===== src/rtl/fft_usb_packetizer_if.sv =====
`default_nettype none
// +--------------------------------------------------------------------------+
// | Module      : fft_usb_packetizer_if                                      |
// | Description : FFT bin bus (valid, index, re, im) into the USB packetizer.|
// | Revision    : 1.0                                                        |
// +--------------------------------------------------------------------------+
interface fft_usb_packetizer_if #(
    parameter int N_WIDTH    = 10,
    parameter int DATA_WIDTH = 25
);
    logic                         valid;
    logic [N_WIDTH-1:0]           ctr;
    logic signed [DATA_WIDTH-1:0] re;
    logic signed [DATA_WIDTH-1:0] im;

    modport master (output valid, ctr, re, im);
    modport slave  (input  valid, ctr, re, im);
endinterface
`default_nettype wire


===== src/rtl/fft_usb_packetizer.sv =====
`default_nettype none
// +--------------------------------------------------------------------------+
// | Module      : fft_usb_packetizer                                         |
// | Description : Buffers FFT bins and streams each as an 8-byte packet to   |
// |               the FT2232H sync FIFO under TXE flow control.              |
// |               Optional: FFT_USB_SIWUA_FLUSH_EN (SIWU pulse per frame).   |
// | Revision    : 1.0                                                        |
// +--------------------------------------------------------------------------+
module fft_usb_packetizer #(
    parameter int         N_WIDTH    = 10,
    parameter int         DATA_WIDTH = 25,
    parameter int         FIFO_DEPTH = 16,
    parameter logic [3:0] HEADER     = 4'hF
) (
    input  wire logic            clk_i,
    input  wire logic            rst_i,
    fft_usb_packetizer_if.slave  bin_if,
    input  wire logic            ft_txe_n_i,
    output logic [7:0]           ft_data_o,
    output logic                 ft_wr_n_o,
    output logic                 ft_siwua_n_o,
    output logic                 overflow_o,
    output logic                 busy_o
);
    localparam int            AW       = $clog2(FIFO_DEPTH);
    localparam int            EW       = N_WIDTH + 2 * DATA_WIDTH;
    localparam logic [AW:0]   FULL_CNT = (AW + 1)'(FIFO_DEPTH);
    localparam logic [0:0]    S_IDLE   = 1'b0;
    localparam logic [0:0]    S_SEND   = 1'b1;

    generate
        if (4 + N_WIDTH + 2 * DATA_WIDTH != 64) begin : g_width_chk
            $error("fft_usb_packetizer: 4 + N_WIDTH + 2*DATA_WIDTH must equal 64");
        end
    endgenerate

    logic [EW-1:0] mem_q [FIFO_DEPTH];
    logic [AW-1:0] wr_ptr_q, rd_ptr_q;
    logic [AW:0]   count_q;
    logic [0:0]    state_q, state_d;
    logic [2:0]    byte_ctr_q;
    logic [55:0]   shreg_q;
    logic [7:0]    data_q;
    logic          ovf_q;

    logic          w_full, w_empty, w_push, w_pop, w_accept, w_last;
    logic [63:0]   w_pkt;

    assign w_full   = (count_q == FULL_CNT);
    assign w_empty  = (count_q == '0);
    assign w_push   = bin_if.valid && !w_full;
    assign w_accept = (state_q == S_SEND) && !ft_txe_n_i;
    assign w_last   = w_accept && (byte_ctr_q == 3'd7);
    // Pop on the byte-7 edge too, so consecutive packets leave no idle cycle.
    assign w_pop    = !w_empty && ((state_q == S_IDLE) || w_last);
    assign w_pkt    = {HEADER, mem_q[rd_ptr_q]};

    always_ff @(posedge clk_i) begin
        if (w_push) begin
            mem_q[wr_ptr_q] <= {bin_if.ctr, bin_if.re, bin_if.im};
        end
    end

    always_ff @(posedge clk_i or posedge rst_i) begin
        if (rst_i) begin
            wr_ptr_q <= '0;
            rd_ptr_q <= '0;
            count_q  <= '0;
            ovf_q    <= 1'b0;
        end else begin
            if (w_push) wr_ptr_q <= wr_ptr_q + AW'(1);
            if (w_pop)  rd_ptr_q <= rd_ptr_q + AW'(1);
            case ({w_push, w_pop})
                2'b10:   count_q <= count_q + (AW + 1)'(1);
                2'b01:   count_q <= count_q - (AW + 1)'(1);
                default: count_q <= count_q;
            endcase
            if (bin_if.valid && w_full) ovf_q <= 1'b1;
        end
    end

    always_ff @(posedge clk_i or posedge rst_i) begin
        if (rst_i) state_q <= S_IDLE;
        else       state_q <= state_d;
    end

    always_comb begin
        state_d = state_q;
        case (state_q)
            S_IDLE:  if (!w_empty) state_d = S_SEND;
            S_SEND:  if (w_last && w_empty) state_d = S_IDLE;
            default: state_d = S_IDLE;
        endcase
    end

    always_comb begin
        ft_wr_n_o = 1'b1;
        busy_o    = !w_empty || (state_q == S_SEND);
        if (state_q == S_SEND) ft_wr_n_o = ft_txe_n_i;
    end

    // Byte 0 goes straight to the output register; the rest wait in the shifter.
    always_ff @(posedge clk_i or posedge rst_i) begin
        if (rst_i) begin
            shreg_q    <= '0;
            data_q     <= '0;
            byte_ctr_q <= '0;
        end else if (w_pop) begin
            shreg_q    <= w_pkt[55:0];
            data_q     <= w_pkt[63:56];
            byte_ctr_q <= '0;
        end else if (w_accept) begin
            shreg_q    <= {shreg_q[47:0], 8'h00};
            data_q     <= shreg_q[55:48];
            byte_ctr_q <= byte_ctr_q + 3'd1;
        end
    end

    assign ft_data_o  = data_q;
    assign overflow_o = ovf_q;

`ifdef FFT_USB_SIWUA_FLUSH_EN
    logic last_bin_q;
    logic siwua_n_q;

    always_ff @(posedge clk_i or posedge rst_i) begin
        if (rst_i) begin
            last_bin_q <= 1'b0;
            siwua_n_q  <= 1'b1;
        end else begin
            if (w_pop) last_bin_q <= &w_pkt[EW-1:2*DATA_WIDTH];
            siwua_n_q <= !(w_last && last_bin_q);
        end
    end

    assign ft_siwua_n_o = siwua_n_q;
`else
    assign ft_siwua_n_o = 1'b1;
`endif
endmodule
`default_nettype wire


===== src/flat_wrapper.sv =====
// flat-port wrapper written by rule: the top's interface ports become plain ports
module fft_usb_packetizer_flat 
#(
    parameter int         N_WIDTH    = 10,
    parameter int         DATA_WIDTH = 25,
    parameter int         FIFO_DEPTH = 16,
    parameter logic [3:0] HEADER     = 4'hF
)
  (clk_i, rst_i, ft_txe_n_i, ft_data_o, ft_wr_n_o, ft_siwua_n_o, overflow_o, busy_o, bin_if_valid, bin_if_ctr, bin_if_re, bin_if_im);
  fft_usb_packetizer_if #(.N_WIDTH(N_WIDTH), .DATA_WIDTH(DATA_WIDTH)) bin_if_i ();
  input  wire logic clk_i;
  input  wire logic rst_i;
  input  wire logic ft_txe_n_i;
  output logic [7:0] ft_data_o;
  output logic ft_wr_n_o;
  output logic ft_siwua_n_o;
  output logic overflow_o;
  output logic busy_o;
  input wire logic [$bits(bin_if_i.valid)-1:0] bin_if_valid;
  input wire logic [$bits(bin_if_i.ctr)-1:0] bin_if_ctr;
  input wire logic [$bits(bin_if_i.re)-1:0] bin_if_re;
  input wire logic [$bits(bin_if_i.im)-1:0] bin_if_im;
  assign bin_if_i.valid = bin_if_valid;
  assign bin_if_i.ctr = bin_if_ctr;
  assign bin_if_i.re = bin_if_re;
  assign bin_if_i.im = bin_if_im;
  fft_usb_packetizer #(.N_WIDTH(N_WIDTH), .DATA_WIDTH(DATA_WIDTH), .FIFO_DEPTH(FIFO_DEPTH), .HEADER(HEADER)) u_core (.clk_i(clk_i), .rst_i(rst_i), .bin_if(bin_if_i), .ft_txe_n_i(ft_txe_n_i), .ft_data_o(ft_data_o), .ft_wr_n_o(ft_wr_n_o), .ft_siwua_n_o(ft_siwua_n_o), .overflow_o(overflow_o), .busy_o(busy_o));
endmodule

===== config.mk =====
export PLATFORM = sky130hd
export DESIGN_NAME = fft_usb_packetizer_flat
export DESIGN_NICKNAME = d
export VERILOG_FILES = /design/src/rtl/fft_usb_packetizer_if.sv /design/src/rtl/fft_usb_packetizer.sv /design/src/flat_wrapper.sv
export SDC_FILE = /design/constraint.sdc
export NUM_CORES = 1
export LEC_CHECK = 0
export ABC_AREA = 0
export BUFFER_PORTS_ARGS = -buffer_cell sky130_fd_sc_hd__buf_2
export CAP_MARGIN = 10
export CELL_PAD_IN_SITES_DETAIL_PLACEMENT = 2
export CELL_PAD_IN_SITES_GLOBAL_PLACEMENT = 2
export CORE_UTILIZATION = 27
export DETAILED_ROUTE_END_ITERATION = 7
export PLACE_DENSITY = 0.48
export SLEW_MARGIN = 40
export SYNTH_ARGS = -nofsm -noshare
export SYNTH_HDL_FRONTEND = slang
export SYNTH_SLANG_ARGS = --single-unit

===== constraint.sdc =====
create_clock -name clk_i -period 6.67 [get_ports clk_i]
set_input_delay 0.3335 -clock clk_i [delete_from_list [all_inputs] [get_ports clk_i]]
set_output_delay 0.3335 -clock clk_i [all_outputs]
set_load 0.03 [all_outputs]

-- Yosys cells after proc, flatten, opt, wreduce, memory -nomap -nowiden
Memories as Yosys holds them, arrays and structs flattened.
Cells that the tools add are included.
- logic and storage cells: 46
- RAM bits: 960
- bits of input ports: 64
- output and inout bits: 12
- register bits: 82
- memories: 1
- add/subtract/negate cells: 5
- reduce and logical (&&, ||, !) cells: 14
- muxes and demuxes: 13
- bitwise operators: 1
- eq/ne operators: 4
- memory list (memory ; words ; width ; read ports ; clocked after memory_dff ; wr ports ; line ; RTL):
    u_core.mem_q ; 16 ; 60 ; 1 ; 0 ; 1 ; fft_usb_packetizer.sv:37 ; logic [EW-1:0] mem_q [FIFO_DEPTH];
- operator list (cell ; number):
    56-bit two-way mux ; 2
    8-bit two-way mux ; 2
    5-bit one-hot mux with 2 select lines ; 1
    4-bit by 1-bit adder with 4-bit output (second input constant) ; 2
    1-bit logical AND ; 6
    3-bit two-way mux ; 2
    5-bit by 1-bit adder with 5-bit output (second input constant) ; 1
    5-bit equality test (second input constant) ; 1
    5-bit logical NOT ; 1
    1-bit two-way mux ; 5
    5-bit by 1-bit subtractor with 5-bit output (second input constant) ; 1
    2-bit nonzero test ; 2
    3-bit by 1-bit adder with 3-bit output (second input constant) ; 1
    3-bit equality test (second input constant) ; 1
    1-bit logical NOT ; 3
    2-bit by 1-bit equality test with 1-bit output (second input constant) ; 1
    2-bit equality test (second input constant) ; 1
    1-bit logical OR ; 2
    1-bit one-hot mux with 2 select lines ; 1
    1-bit inverter ; 1

-- Longest topological paths before layout
Gate-level depths: netlist (run 1).
- depth after elaboration: 7
- depth in mapped cells: 14
- gate-level depth less buffers: 12

-- Worst setup path after synthesis (run 1)
Ideal clock, no wire load.
- path kind: reg-to-reg
- from: register u_core.count_q[2]
- to: memory u_core.mem_q[3][0] in the netlist's numbering (enable)
- clock period less this slack: 5.801 ns
- arrival time: 5.250 ns
- stages on the path, launching flop included: 6
- buffers on the path: 1
- path slack: 0.869 ns
- required time: 6.119 ns
- path through: dfrtp_1 buf_4 nor4_1 a21boi_1 nand2_1 nor3_1
- longest elaborated chain between the ends: 5
- RTL lines (element ; line ; RTL):
    start, declared ; fft_usb_packetizer.sv:39 ; logic [AW:0] count_q;
    start signal, assigned ; fft_usb_packetizer.sv:74 ; 2'b10: count_q <= count_q + (AW + 1)'(1);
    start signal, assigned ; fft_usb_packetizer.sv:75 ; 2'b01: count_q <= count_q - (AW + 1)'(1);
    start signal, assigned ; fft_usb_packetizer.sv:76 ; default: count_q <= count_q;
    5-bit equality test ; fft_usb_packetizer.sv:49 ; assign w_full = (count_q == FULL_CNT);
    1-bit logical NOT ; fft_usb_packetizer.sv:51 ; assign w_push = bin_if.valid && !w_full;
    1-bit logical AND ; fft_usb_packetizer.sv:51 ;
    1-bit two-way mux ; fft_usb_packetizer.sv:59 ; if (w_push) begin
    1-bit two-way mux (not written as such) ; fft_usb_packetizer.sv:60 ; mem_q[wr_ptr_q] <= {bin_if.ctr, bin_if.re, bin_if.im};
    end, declared ; fft_usb_packetizer.sv:37 ;
No other way between the ends.

-- Final worst setup path (run 1)
- from: register u_core.state_q
- to: output port ft_wr_n_o
- longest elaborated chain between the ends: 1
- RTL lines (element ; line ; RTL):
    start, declared ; fft_usb_packetizer.sv:40 ; logic [0:0] state_q, state_d;
    start signal, assigned ; fft_usb_packetizer.sv:84 ; else state_q <= state_d;
    1-bit two-way mux ; fft_usb_packetizer.sv:99 ; if (state_q == S_SEND) ft_wr_n_o = ft_txe_n_i;
    end, declared ; flat_wrapper.sv:15 ; output logic ft_wr_n_o;
No other way between the ends.

==> results of run 1 <==
state kept, by name, indices dropped and copies added (netlist names):
register	flops
u_core.ft_data_o	8
u_core.shreg_q	56
u_core.rd_ptr_q	4
u_core.byte_ctr_q	3
u_core.count_q	5
u_core.overflow_o	1
u_core.mem_q	960
u_core.state_q	1
u_core.wr_ptr_q	4
cell usage after synthesis (2+ instances only):
master | n | area, µm²
sky130_fd_sc_hd__edfxtp_1 | 960 | 28800
sky130_fd_sc_hd__mux4_2 | 224 | 5040
sky130_fd_sc_hd__nand2_1 | 128 | 480
sky130_fd_sc_hd__mux2i_1 | 88 | 881
sky130_fd_sc_hd__dfrtp_1 | 82 | 2050
sky130_fd_sc_hd__o22ai_1 | 48 | 300
sky130_fd_sc_hd__and3_1 | 47 | 294
sky130_fd_sc_hd__a221oi_1 | 46 | 403
sky130_fd_sc_hd__clkbuf_1 | 43 | 161
sky130_fd_sc_hd__buf_2 | 34 | 170
sky130_fd_sc_hd__nor2_1 | 23 | 86.3
sky130_fd_sc_hd__buf_4 | 19 | 143
sky130_fd_sc_hd__buf_1 | 13 | 48.8
sky130_fd_sc_hd__a21oi_1 | 11 | 55.1
sky130_fd_sc_hd__ha_1 | 11 | 138
sky130_fd_sc_hd__o21ai_0 | 9 | 45.0
sky130_fd_sc_hd__o221ai_1 | 9 | 78.8
sky130_fd_sc_hd__o31ai_1 | 9 | 67.6
sky130_fd_sc_hd__inv_1 | 8 | 30.0
sky130_fd_sc_hd__buf_6 | 7 | 78.8
sky130_fd_sc_hd__nand2b_1 | 7 | 43.8
sky130_fd_sc_hd__nor2b_1 | 7 | 43.8
sky130_fd_sc_hd__o2bb2ai_1 | 7 | 61.3
sky130_fd_sc_hd__xnor2_1 | 7 | 61.3
sky130_fd_sc_hd__a221oi_2 | 6 | 90.1
sky130_fd_sc_hd__xor2_1 | 6 | 52.6
sky130_fd_sc_hd__a2111oi_0 | 5 | 43.8
sky130_fd_sc_hd__nor3_1 | 5 | 25.0
sky130_fd_sc_hd__nand3_1 | 4 | 20.0
sky130_fd_sc_hd__o21a_1 | 2 | 15.0
final timing paths:
path                                                from  slack [ps]                        endpoint  cells after the start
max                             u_core.state_q$_DFF_PP0_        3120                       ft_wr_n_o                      5
min                                        bin_if_re[10]          70  u_core.mem_q[10][35]$_DFFE_PP_                      1
max reg2reg                u_core.count_q[1]$_DFFE_PP0P_        3180   u_core.count_q[4]$_DFFE_PP0P_                     10
min reg2reg                u_core.overflow_o$_DFFE_PP0P_         480   u_core.overflow_o$_DFFE_PP0P_                      1
max in group asynchronous                          rst_i        5420  u_core.shreg_q[34]$_DFFE_PP0P_                      4
min in group asynchronous                          rst_i         170  u_core.wr_ptr_q[2]$_DFFE_PP0P_                      3
worst max-delay path, cell delays in order (launching register included):
cell                      delay [ps]
sky130_fd_sc_hd__dfrtp_1         470
sky130_fd_sc_hd__nor2b_4         170
sky130_fd_sc_hd__buf_4           240
sky130_fd_sc_hd__inv_2           670
sky130_fd_sc_hd__buf_4           570
sky130_fd_sc_hd__buf_2           290
cells by family after synthesis:
kind of cell	Yosys count	synth area share
adders and majority gates	11	0.00344
xor gates and xnor gates	13	0.00284
AOI/OAI and AO/OA	161	0.0313
DFF	1042	0.771
other	1	0.0000936
and+or+nand+nor	230	0.0267
buffers and inverters	127	0.0162
muxes	313	0.148
power by group through the flow:
| stage | combinational (µW) | clock (µW) | sequential [µW] |
|---|---|---|---|
| 2_1_floorplan | 3240 | 0 | 8340 |
| 3_3_place_gp | 4690 | 0 | 8550 |
| 3_5_place_dp | 4800 | 0 | 8600 |
| 4_1_cts | 4840 | 6390 | 8470 |
| 5_1_grt | 5080 | 6620 | 8510 |
| 6_report | 4710 | 6180 | 8430 |
layer usage:
metal,GRT usage,part of all wire
met4,0.0419,0.021
met2,0.246,0.48
met5,0,0.00037
met1,0.205,0.46
met3,0.0231,0.033
metrics by stage:
| step | cells | hold WS [ps] | setup WS [ps] | total power [µW] |
|---|---|---|---|---|
| 2_1_floorplan | 1898 | 432 | 869 | 11600 |
| 3_3_place_gp | 3817 | 367 | 3170 | 13200 |
| 3_5_place_dp | 3823 | 374 | 3140 | 13400 |
| 4_1_cts | 4104 | 23.0 | 2990 | 19700 |
| 5_1_grt | 4105 | 42.1 | 2960 | 20200 |
| 6_report | 4105 | 72.9 | 3120 | 19300 |
area by class of cell:
type	instances	share of cell area
Clock buffer	146	0.0647
Clock inverter	74	0.0128
Inverter	9	0.000795
Multi-Input combinational cell	729	0.183
Sequential cell	1042	0.654
Tap cell	1917	0.0508
Timing Repair Buffer	188	0.0333
==> results.txt, run 1 <==
The critical path is of the reg2out type. The average cell area after synthesis came out at 21.1 µm². The run gives 0.771 as the portion of the post-synthesis area used by sequential elements. Routability-driven placement finished with a final weighted congestion of 0.714. The run gives 22,100 as the number of global-route vias before repair. The run finished with clean final reports. The placed instances occupy a cell area of 0.0429 mm². Setup repair after global routing left no endpoint under its margin. The clock arrives with 47.8 ps of skew. The die is 387 µm wide. The share of layout cells above drive strength 1 is 0.255, and the average wire per cell in the routed design is 27.3 µm. The overall routing resource usage came out at 0.150.

The run gives 0.00866 mm² as the area used by multi-input combinational logic. The fraction of power spent switching nets was 0.304; the mapped cell area was 0.0400 mm². The routed design has 112 mm of wire.

For the critical path arrival, the log shows 3220 ps. The run gives 0.150 mm² as the die area. The final-report max-slew violation count is 0, and the flip-flop and latch count after synthesis is 1,042.

The logs give 0 for the final hold violation count and 76 for the number of top-level design ports. Global routing finished with a remaining overflow of 0. Clock-pin slew was measured on the worst setup and hold paths at 60 ps. After detailed routing, the number of vias per cell comes to 4.78.

Counting flops with a built-in enable in the synthesized netlist gives 960. The slew at the pin closest to its max-slew limit was 879 ps; the number of DRC violations after detailed-routing iteration 0 was 1,169. Starting utilization of the core area: 0.273. The worst setup path is captured at an output port. Leaving out fill and tap cells, the most frequent cells in the layout are sky130_fd_sc_hd__edfxtp_1 (960), sky130_fd_sc_hd__mux4_2 (224), sky130_fd_sc_hd__nand2_1 (128).

The logs give 13,400 µW for the internal power consumption and 140 for the floorplan row count. The worst setup path is launched from a flip-flop. Timing would allow up to 282 MHz. The first-pass GRT wire length was 162 mm. The switching power total was 5870 µW; the design area was 0.0472 mm². The area of the core is 0.146 mm², and the number of clock sinks seen by CTS is 1,042. After legalization and detailed placement, the total HPWL measured 62.6 mm.

Yosys printed 0 warnings. IR analysis of the VDD net gives a maximum drop of 211 µV. The final core utilization is 0.322, and the proportion of power drawn by the clock network is 0.320. Post-CTS timing repair inserted 0 buffers for setup.

The longest clock path from root to sink contains 3 buffers. The highest net fanout along the worst path was 30. The smallest clock period supported by the final layout is computed as 3550 ps.

The tools report the total setup violations reported at the end of the flow as 0. Summing all flip-flop and latch instances after layout gives 0.0309 mm². The class of the worst hold path is in2reg.

The number of antenna violations at the first check in global routing is 4, and the leakage power is 0.0150 µW. The worst max-slew margin expressed relative to the limit is 0.414. The run gives 0 ps as the post-route setup TNS. Clock tree synthesis inserted a total of 115 buffers. The proportion of synthesized flip-flops having asynchronous set or reset is 0.0787, and the power density relative to cell area is 409 mW/mm². For the DRC violation count after routing, the log shows 0. The number of buffer cells added on primary ports was 74; the layout-stage area growth over the synthesis result was 17.9%. The final layout contains 2,160 nets.

The commonest non-fill, non-tap cell in the layout is sky130_fd_sc_hd__edfxtp_1. In this run, post-CTS hold repair placed 61 buffers. The die span in y was 387 µm; the via count of the routed design was 19,600. Net count of the mapped netlist: 1,973. TritonCTS built the clock tree.

The share of the cycle needed by the critical path after routing was 0.532; the number of filler cells placed in the layout was 14,400. STA puts the critical path data required time at 6340 ps. In the synthesized netlist, the number of instances is 1,898.

The later pin in the worst-skew pair is clocked with a latency of 740 ps. The tools report the total number of H-tree levels as 3. The number of optimization iterations in the first detailed-route pass was 5.

The post-synthesis cell type count was 53. After clock tree synthesis, the repair step resized 0 gates. The tree is rooted in a sky130_fd_sc_hd__clkbuf_16. Across the run, the number of max-cap violations was 0.

For the part of the total power dissipated in sequential elements, the log shows 0.436. Most used flip-flop cell after synthesis: sky130_fd_sc_hd__edfxtp_1. Entering global routing, the biggest net connects 111 pins. The run gives 0 as the number of nets with antenna violations after detailed routing. For the number of inserted diodes, the log shows 0. For the power share of the combinational group, the log shows 0.244.
Note: power is estimated with default switching activity, not from simulation.
==> run 2, diff against run 1 <==
- ABC_AREA: 0 -> 1
- PLACE_DENSITY: 0.48 -> 0.54
- clock period: 6.67 -> 3.55 ns (I/O delays scaled with it)
==> run 2 against run 1 <==
Via count grew 44%. Sequential share of layout area down 3.4 points. Critical endpoint unchanged. Power grew 110%. Largest power group unchanged. Worst setup slack got worse by 2300 ps.
==> results.txt, run 2 <==
The tools report the total of cells resized after clock tree synthesis as 0 (unchanged). The register cell area after layout was 0.0309 mm² (about the same); the number of enable flip-flop cells after synthesis was 960 (unchanged). The highest net fanout along the worst path is 57 (was 30), and the area share of xor/xnor cells in the synthesized design is 0.00207 (was 0.00284). The share of layout cells above drive strength 1 was 0.0882 (was 0.255); the power density relative to cell area was 804 mW/mm² (was 409 mW/mm²). The class of the worst hold path was in2async (was in2reg). The number of DRC violations after detailed-routing iteration 0 was 1,431 (was 1,169); the via density per instance was 4.75 (was 4.78). The number of max-cap violations was 0 (unchanged); the mapped cell area was 0.0423 mm² (was 0.0400 mm²). The average cell area after synthesis was 11.5 µm² (was 21.1 µm²). The weighted congestion reported at the end of routability-driven placement was 0.711 (was 0.714); the largest net degree at the start of global routing was 126 (was 111). Portion of the post-synthesis area used by sequential elements: 0.730 (was 0.771). The flow ran to the end, and the final reports show no timing, DRC or antenna violations. Leading cell types in the layout, fill and taps excluded: sky130_fd_sc_hd__nand2_1 (1,480), sky130_fd_sc_hd__edfxtp_1 (960), sky130_fd_sc_hd__nand3_1 (784) (was sky130_fd_sc_hd__edfxtp_1 (960), sky130_fd_sc_hd__mux4_2 (224), sky130_fd_sc_hd__nand2_1 (128)). The clock-pin slew reported for the worst setup and hold paths after clock tree synthesis is 60 ps (about the same). The area of the core came out at 0.155 mm² (was 0.146 mm²).

The run gives 0.404 (was 0.414) as the worst max-slew margin expressed relative to the limit. The most used flip-flop cell after synthesis was sky130_fd_sc_hd__edfxtp_1 (unchanged). The type of element launching the critical path was a flip-flop (unchanged). The share of the cycle needed by the critical path after routing is 0.761, and the number of buffer cells added on primary ports is 74 (unchanged). The tools report the total setup violations reported at the end of the flow as 0 (unchanged).

The area used by multi-input combinational logic is 0.0102 mm² (was 0.00866 mm²), and the proportion of synthesized flip-flops having asynchronous set or reset is 0.0787 (unchanged). The tools report the post-synthesis cell type count as 28 (was 53). Type of destination of the critical path: an output port (unchanged). The final-report max-slew violation count was 0 (unchanged); the final setup slack of the worst path was 849 ps (was 3120 ps). For the leakage power, the log shows 0.0186 µW (was 0.0150 µW). The run gives 139 mm (was 112 mm) as the total routed wirelength. Commonest non-fill, non-tap cell in the layout: sky130_fd_sc_hd__nand2_1 (was sky130_fd_sc_hd__edfxtp_1). The source-to-sink clock delay at the later pin of the worst-skew pair was 740 ps (about the same).

The horizontal die dimension was 398 µm (was 387 µm). Total clock buffers created by CTS: 120 (was 115). The final core utilization came out at 0.322 (about the same).

Number of filler cells placed in the layout: 16,400 (was 14,400). For the post-synthesis cell count, the log shows 3,690 (was 1,898). The run gives 30,500 (was 22,100) as the number of global-route vias before repair. The standard cell area after detailed placement was 0.0455 mm² (was 0.0429 mm²). The simple-gate share of the synthesized area works out to 0.227 (was 0.0267). Setup repair after global routing left no endpoint under its margin. The critical path arrival is 2520 ps (was 3220 ps).

The tools report the buffer cell driving the clock tree root as sky130_fd_sc_hd__clkbuf_16 (unchanged). The cell with the most instances on the worst path was sky130_fd_sc_hd__inv_1 (was sky130_fd_sc_hd__buf_4). Critical path, cell by cell: inv_1 -> nor2_4 -> buf_4 -> inv_1 -> buf_2 (was nor2b_4 -> buf_4 -> inv_2 -> buf_4 -> buf_2).

The share of synthesized area spent on multiplexers came out at 0 (was 0.148). The maximum buffer depth of the clock tree came out at 3 (unchanged). The post-DP HPWL was 73.6 mm (was 62.6 mm).

TritonCTS built the clock tree. The cell taking the most area after synthesis is sky130_fd_sc_hd__edfxtp_1 (unchanged). Based on the critical path, the design can be clocked at up to 370 MHz. The worst setup path category was reg2out (unchanged). The data required time of the critical path was 3370 ps (was 6340 ps); the complex-gate fraction of the synthesized area was 0.00408 (was 0.0313). The via count of the routed design is 28,300 (was 19,600). Remaining global-route overflow: 0 (unchanged). The tools report the overall routing resource usage as 0.176 (was 0.150). Top cells by count, synth: sky130_fd_sc_hd__nand2_1 (1,480), sky130_fd_sc_hd__edfxtp_1 (960), sky130_fd_sc_hd__nand3_1 (784) (was sky130_fd_sc_hd__edfxtp_1 (960), sky130_fd_sc_hd__mux4_2 (224), sky130_fd_sc_hd__nand2_1 (128)).

The design area is 0.0498 mm² (was 0.0472 mm²), and the die area is 0.158 mm² (was 0.150 mm²). The starting utilization of the core area came out at 0.273 (about the same). The floorplan row count is 144 (was 140). Number of top-level design ports: 76 (unchanged). The average wire per cell in the routed design is 23.4 µm (was 27.3 µm). For the final hold violation count, the log shows 0 (unchanged). The logs give 3,765 (was 1,973) for the net count of the mapped netlist and 24.5 ps (was 47.8 ps) for the clock skew.

The number of antenna violations at the first check in global routing came out at 4 (unchanged). The filler-free cell count of the finished design was 5,954 (was 4,105); the first-pass GRT wire length was 206 mm (was 162 mm). The layout-stage area growth over the synthesis result is 17.6% (was 17.9%). The fraction of post-synthesis cell area in the top cell type by area is 0.681 (was 0.720), and the maximum vdd drop is 506 µV (was 211 µV).

The number of warnings reported in the yosys synthesis log was 0 (unchanged); the slew at the pin closest to its max-slew limit was 895 ps (was 879 ps). Synth top area cells: sky130_fd_sc_hd__edfxtp_1 (68%), sky130_fd_sc_hd__nand2_1 (13%), sky130_fd_sc_hd__nand3_1 (9.3%), sky130_fd_sc_hd__dfrtp_1 (4.8%), sky130_fd_sc_hd__buf_2 (1.8%) (was sky130_fd_sc_hd__edfxtp_1 (72%), sky130_fd_sc_hd__mux4_2 (13%), sky130_fd_sc_hd__dfrtp_1 (5.1%), sky130_fd_sc_hd__mux2i_1 (2.2%), sky130_fd_sc_hd__nand2_1 (1.2%)). The combinational family with the most area after synthesis was simple AND/OR/NAND/NOR gates (was multiplexers).

Flip-flop and latch count after synthesis: 1,042 (unchanged). The run gives 3,888 (was 2,160) as the net count of the finished layout. The number of clock sinks seen by CTS came out at 1,042 (unchanged). The register containing the most flip-flops in the final layout is u_core.mem_q (unchanged). The most repeated cell in the gate-level netlist after synthesis was sky130_fd_sc_hd__nand2_1 (was sky130_fd_sc_hd__edfxtp_1). The tools report the total placed cells including tap cells as 5,671 (was 3,823). The die span in y came out at 398 µm (was 387 µm).

The DRC violation count after routing was 0 (unchanged); the number of optimization iterations in the first detailed-route pass was 4 (was 5). The cell type of the slowest stage on the worst timing path was sky130_fd_sc_hd__buf_4 (was sky130_fd_sc_hd__inv_2). The number of flip-flops in the largest register came out at 960 (unchanged). The longest individual stage delay on the worst path came out at 540 ps (was 670 ps). The setup slack at placement was 923 ps (was 3140 ps). The final critical delay including setup and external delays is 2700 ps. The number of inserted diodes was 0 (unchanged); the number of nets with antenna violations after detailed routing was 0 (unchanged). The post-synthesis adder-cell area fraction came out at 0.00325 (was 0.00344). Total number of H-tree levels: 3 (unchanged).
==> run 2: changes by cell type after synthesis, sizes merged, moves of 13 or more <==
| cell | change |
|---|---|
| nand2 | +1354 |
| nand3 | +780 |
| mux4 | -224 |
| buf | +120 |
| mux2i | -88 |
| inv | +74 |
| a221oi | -52 |
| o22ai | -48 |
| and3 | -47 |
| nor2 | -17 |
| clkbuf | -13 |
==> run 2: power by group <==
group / switching [µW] / internal [µW]
Clock: 5070 / 6550
Combinational: 9500 / 3510
Sequential: 519 / 14900
Total: 15100 / 24900
==> run 2: final timing paths <==
path	startpoint	endpoint	slack, ps	depth (start not counted)
hold reg to reg	u_core.shreg_q[2]$_DFFE_PP0P_	u_core.shreg_q[2]$_DFFE_PP0P_	490	2
setup reg to reg	u_core.count_q[0]$_DFFE_PP0P_	u_core.count_q[4]$_DFFE_PP0P_	960	14
max in group asynchronous	rst_i	u_core.rd_ptr_q[3]$_DFFE_PP0N_	2680	4
min in group clk_i	bin_if_valid	u_core.overflow_o$_DFFE_PP0P_	340	4
setup / recovery	u_core.state_q$_DFF_PP0_	ft_wr_n_o	850	5
hold / removal	rst_i	u_core.overflow_o$_DFFE_PP0P_	40	3
==> run 2: routing by layer <==
layer	global-route usage	routed length, µm	vias to the layer above
li1	-	-	13000
met4	0.0405	2300	8
met1	0.238	65300	14900
met5	0	46	-
met3	0.0209	3290	168
met2	0.301	68300	277
==> run 2: timing repair <==
item / in CTS / in global routing
hold buffers: 63 / 0
hold endpoints to repair: 1013 / 0
setup buffers: 0 / 0
==> run 2: cells by family (layout without fill, tap and decap cells) <==
kind of cell,count (synthesis),after routing
compound gates,30,30
xor+xnor,10,10
fa+ha+maj,11,11
buf+inv,308,528
flops,1042,1042
other cells,1,1
simple gates,2288,2288
==> run 2: critical path, delay by kind of cell (launching register included) <==
| family | cells | cell delay, ps |
|---|---|---|
| flops | 1 | 340 |
| buf+inv | 4 | 1350 |
| simple gates | 1 | 90 |
==> run 2: final cells by class <==
| class | count | share of cell area |
|---|---|---|
| well taps | 2044 | 0.0514 |
| multi-input cells | 2340 | 0.204 |
| clock buffers | 157 | 0.0639 |
| flip-flops and latches | 1042 | 0.621 |
| inverters | 84 | 0.00696 |
| repair buffers | 225 | 0.0442 |
| clock inverters | 62 | 0.00865 |
==> run 2: metrics by stage <==
step	setup TNS [ps]	hold slack, ps	power [µW]
2_1_floorplan	-191710	276	23500
3_3_place_gp	0	366	28800
3_5_place_dp	0	368	29100
4_1_cts	0	107	40900
5_1_grt	0	65.7	42500
6_report	0	44.4	40000
==> run 3, diff against run 2 <==
- ABC_AREA: 1 -> 0
- PLACE_DENSITY: 0.54 -> 0.48
- clock period: 3.55 -> 2.7 ns (I/O delays scaled with it)
==> run 3 against run 2 <==
Worst hold slack improved by 180 ps. Wire length shrank 17%. Design area is 2.8% lower. Sequential cell count did not move. Die area shrank 5.4%. Core utilization grew 0.88 points. Non-clock buffer count grew 32. Power rose by 23%. Critical path depth is 5 higher. Critical path type is now reg2reg. Largest cell class unchanged. Highest routed layer unchanged.
==> results.txt, run 3 (same netlist as run 1, synthesis figures left out) <==
The largest net degree at the start of global routing was 66 (was 126); the number of flip-flops in the largest register was 960 (unchanged). The DRC violation count after routing is 0 (unchanged). Class of the worst hold path: in2reg (was in2async).

The total power was 49,100 µW (was 40,000 µW). The logs give 3,890 (was 5,671) for the total placed cells including tap cells and 10 (was 4) for the number of antenna violations at the first check in global routing. The share of the cycle needed by the critical path after routing was 0.961; the final critical delay including setup and external delays was 2600 ps.

The total routed wirelength came out at 116 mm (was 139 mm). The die area came out at 0.150 mm² (was 0.158 mm²). For the floorplan row count, the log shows 140 (was 144). The power density relative to cell area is 1020 mW/mm² (was 804 mW/mm²). Critical path, cell by cell: or4_4 -> o2bb2ai_4 -> clkinv_2 -> ha_2 -> xor2_2 -> ha_2 -> o21a_1 -> o21a_1 -> o32ai_2 -> xor2_1 (was inv_1 -> nor2_4 -> buf_4 -> inv_1 -> buf_2).

The commonest non-fill, non-tap cell in the layout was sky130_fd_sc_hd__edfxtp_1 (was sky130_fd_sc_hd__nand2_1). Number of max-cap violations: 0 (unchanged). For the number of DRC violations after detailed-routing iteration 0, the log shows 1,408 (was 1,431). The type of element launching the critical path was a flip-flop (unchanged).

The tools report the remaining global-route overflow as 0 (unchanged). The run gives 65.6 mm (was 73.6 mm) as the post-DP HPWL. The weighted congestion reported at the end of routability-driven placement is 0.707 (was 0.711). The buffer cell driving the clock tree root was sky130_fd_sc_hd__clkbuf_16 (unchanged). Die span in y: 387 µm (was 398 µm). The tools report the number of optimization iterations in the first detailed-route pass as 5 (was 4). The leakage power was 0.0155 µW (was 0.0186 µW); the clock-pin slew reported for the worst setup and hold paths after clock tree synthesis was 60 ps (about the same). For the starting utilization of the core area, the log shows 0.273 (about the same). The number of nets with antenna violations after detailed routing was 0 (unchanged).

The data required time of the critical path came out at 3340 ps (was 3370 ps). The maximum vdd drop is 609 µV (was 506 µV), and the overall routing resource usage is 0.155 (was 0.176). The final-report max-slew violation count came out at 0 (unchanged). For the via count of the routed design, the log shows 19,900 (was 28,300).

The run gives 29.3 ps (was 923 ps) as the setup slack at placement. TritonCTS built the clock tree. Based on the critical path, the design can be clocked at up to 385 MHz. The longest individual stage delay on the worst path was 590 ps (was 540 ps). Cell type of the slowest stage on the worst timing path: sky130_fd_sc_hd__or4_4 (was sky130_fd_sc_hd__buf_4). The number of clock sinks seen by CTS came out at 1,042 (unchanged).

The worst setup path category was reg2reg (was reg2out). The horizontal die dimension works out to 387 µm (was 398 µm). The flow ran to the end, and the final reports show no timing, DRC or antenna violations. The average wire per cell in the routed design is 27.8 µm (was 23.4 µm). Number of inserted diodes: 0 (unchanged). Source-to-sink clock delay at the later pin of the worst-skew pair: 720 ps (was 740 ps).

The area of the core came out at 0.146 mm² (was 0.155 mm²). The tools report the type of destination of the critical path as a flip-flop (was an output port). The total clock buffers created by CTS came out at 117 (was 120).

The net count of the finished layout was 2,231 (was 3,888); the worst max-slew margin expressed relative to the limit was 0.475 (was 0.404). The critical path arrival is 3240 ps (was 2520 ps). The register containing the most flip-flops in the final layout is u_core.mem_q (unchanged). The via density per instance works out to 4.78 (was 4.75). The number of global-route vias before repair was 22,400 (was 30,500); the slew at the pin closest to its max-slew limit was 787 ps (was 895 ps). Critical path's top delay family: compound AO/OA/AOI/OAI gates (was buffers and inverters). The tools report the final hold violation count as 0 (unchanged).

The number of buffer cells added on primary ports is 74 (unchanged). The number of top-level design ports is 76 (unchanged), and the maximum buffer depth of the clock tree is 3 (unchanged). The tools report the final setup slack of the worst path as 105 ps (was 849 ps). The layout-stage area growth over the synthesis result was 20.8% (was 17.6%); the clock skew was 27.7 ps (was 24.5 ps). The filler-free cell count of the finished design is 4,172 (was 5,954).

Leading cell types in the layout, fill and taps excluded: sky130_fd_sc_hd__edfxtp_1 (960), sky130_fd_sc_hd__mux4_2 (224), sky130_fd_sc_hd__nand2_1 (126) (was sky130_fd_sc_hd__nand2_1 (1,480), sky130_fd_sc_hd__edfxtp_1 (960), sky130_fd_sc_hd__nand3_1 (784)). For the total number of H-tree levels, the log shows 3 (unchanged). For the first-pass GRT wire length, the log shows 167 mm (was 206 mm). The share of layout cells above drive strength 1 is 0.275 (was 0.0882), and the total setup violations reported at the end of the flow is 0 (unchanged). The buffer and inverter count on the worst path came out at 1 (was 4). The highest net fanout along the worst path was 4 (was 57). Setup repair after global routing left no endpoint under its margin.
-- run 3: cell count changes in the layout (fill, tap and decap cells not counted), sizes merged, moves of 48 or more --
cell    before  now
o22ai        0   48
mux2i        0   88
mux4         0  224
nand3      784    4
nand2     1482  128
a221oi       0   52
inv         88   11
-- run 3: final timing paths --
check                                         startpoint                             end  slack [ps]  depth (start not counted)
min reg2reg                u_core.overflow_o$_DFFE_PP0P_   u_core.overflow_o$_DFFE_PP0P_         480                          1
max in group asynchronous                          rst_i  u_core.rd_ptr_q[3]$_DFFE_PP0N_        1410                          5
min                                         bin_if_valid   u_core.overflow_o$_DFFE_PP0P_         230                          3
max                        u_core.count_q[3]$_DFFE_PP0P_   u_core.count_q[4]$_DFFE_PP0P_         100                         10
min in group asynchronous                          rst_i   u_core.overflow_o$_DFFE_PP0P_         450                          4
max reg2reg                u_core.count_q[3]$_DFFE_PP0P_   u_core.count_q[4]$_DFFE_PP0P_         100                         10
-- run 3: tightest hold or removal path, delay by kind of cell --
| family | cells | cell delay [ps] |
|---|---|---|
| AOI/OAI and AO/OA | 1 | 140 |
| buffers and inverters | 2 | 640 |
-- run 3: area by class of cell --
type | count | area (µm²)
Inverter | 9 | 37.5
Sequential cell | 1042 | 30900
Multi-Input combinational cell | 729 | 8720
Fill cell | 14300 | 98100
Tap cell | 1917 | 2400
Clock buffer | 171 | 3240
Clock inverter | 47 | 417
Timing Repair Buffer | 257 | 2680
-- run 3: timing repair --
| item | CTS | global route |
|---|---|---|
| pin swaps | 1 | 1 |
| endpoints found under the hold margin | 1046 | 0 |
| buffers inserted | 0 | 0 |
| resized for setup | 0 | 5 |
| endpoints found under the setup margin | 1 | 3 |
| cloned | 0 | 0 |
| hold buffers | 64 | 0 |
-- run 3: metrics by stage --
stage	hold slack, ps	utilization	setup TNS [ps]	area, µm²
after floorplan	234	-	-288380	40200
after global placement	58.2	0.301	0	44000
after detailed placement	58.9	0.301	0	44100
after CTS	175	0.330	0	48400
after global routing	237	0.330	0	48400
final	229	0.330	0	48400
-- run 3: routing by layer --
layer	global-route usage	routed length [µm]
met5	0	99
met4	0.0375	1990
met3	0.0252	4340
met2	0.256	56600
met1	0.214	52800
-- run 3: report_power, final --
part           internal, µW  switching [µW]
combinational          5770            7280
clock                  8940            6430
sequential            19600            1050
total                 34400           14800
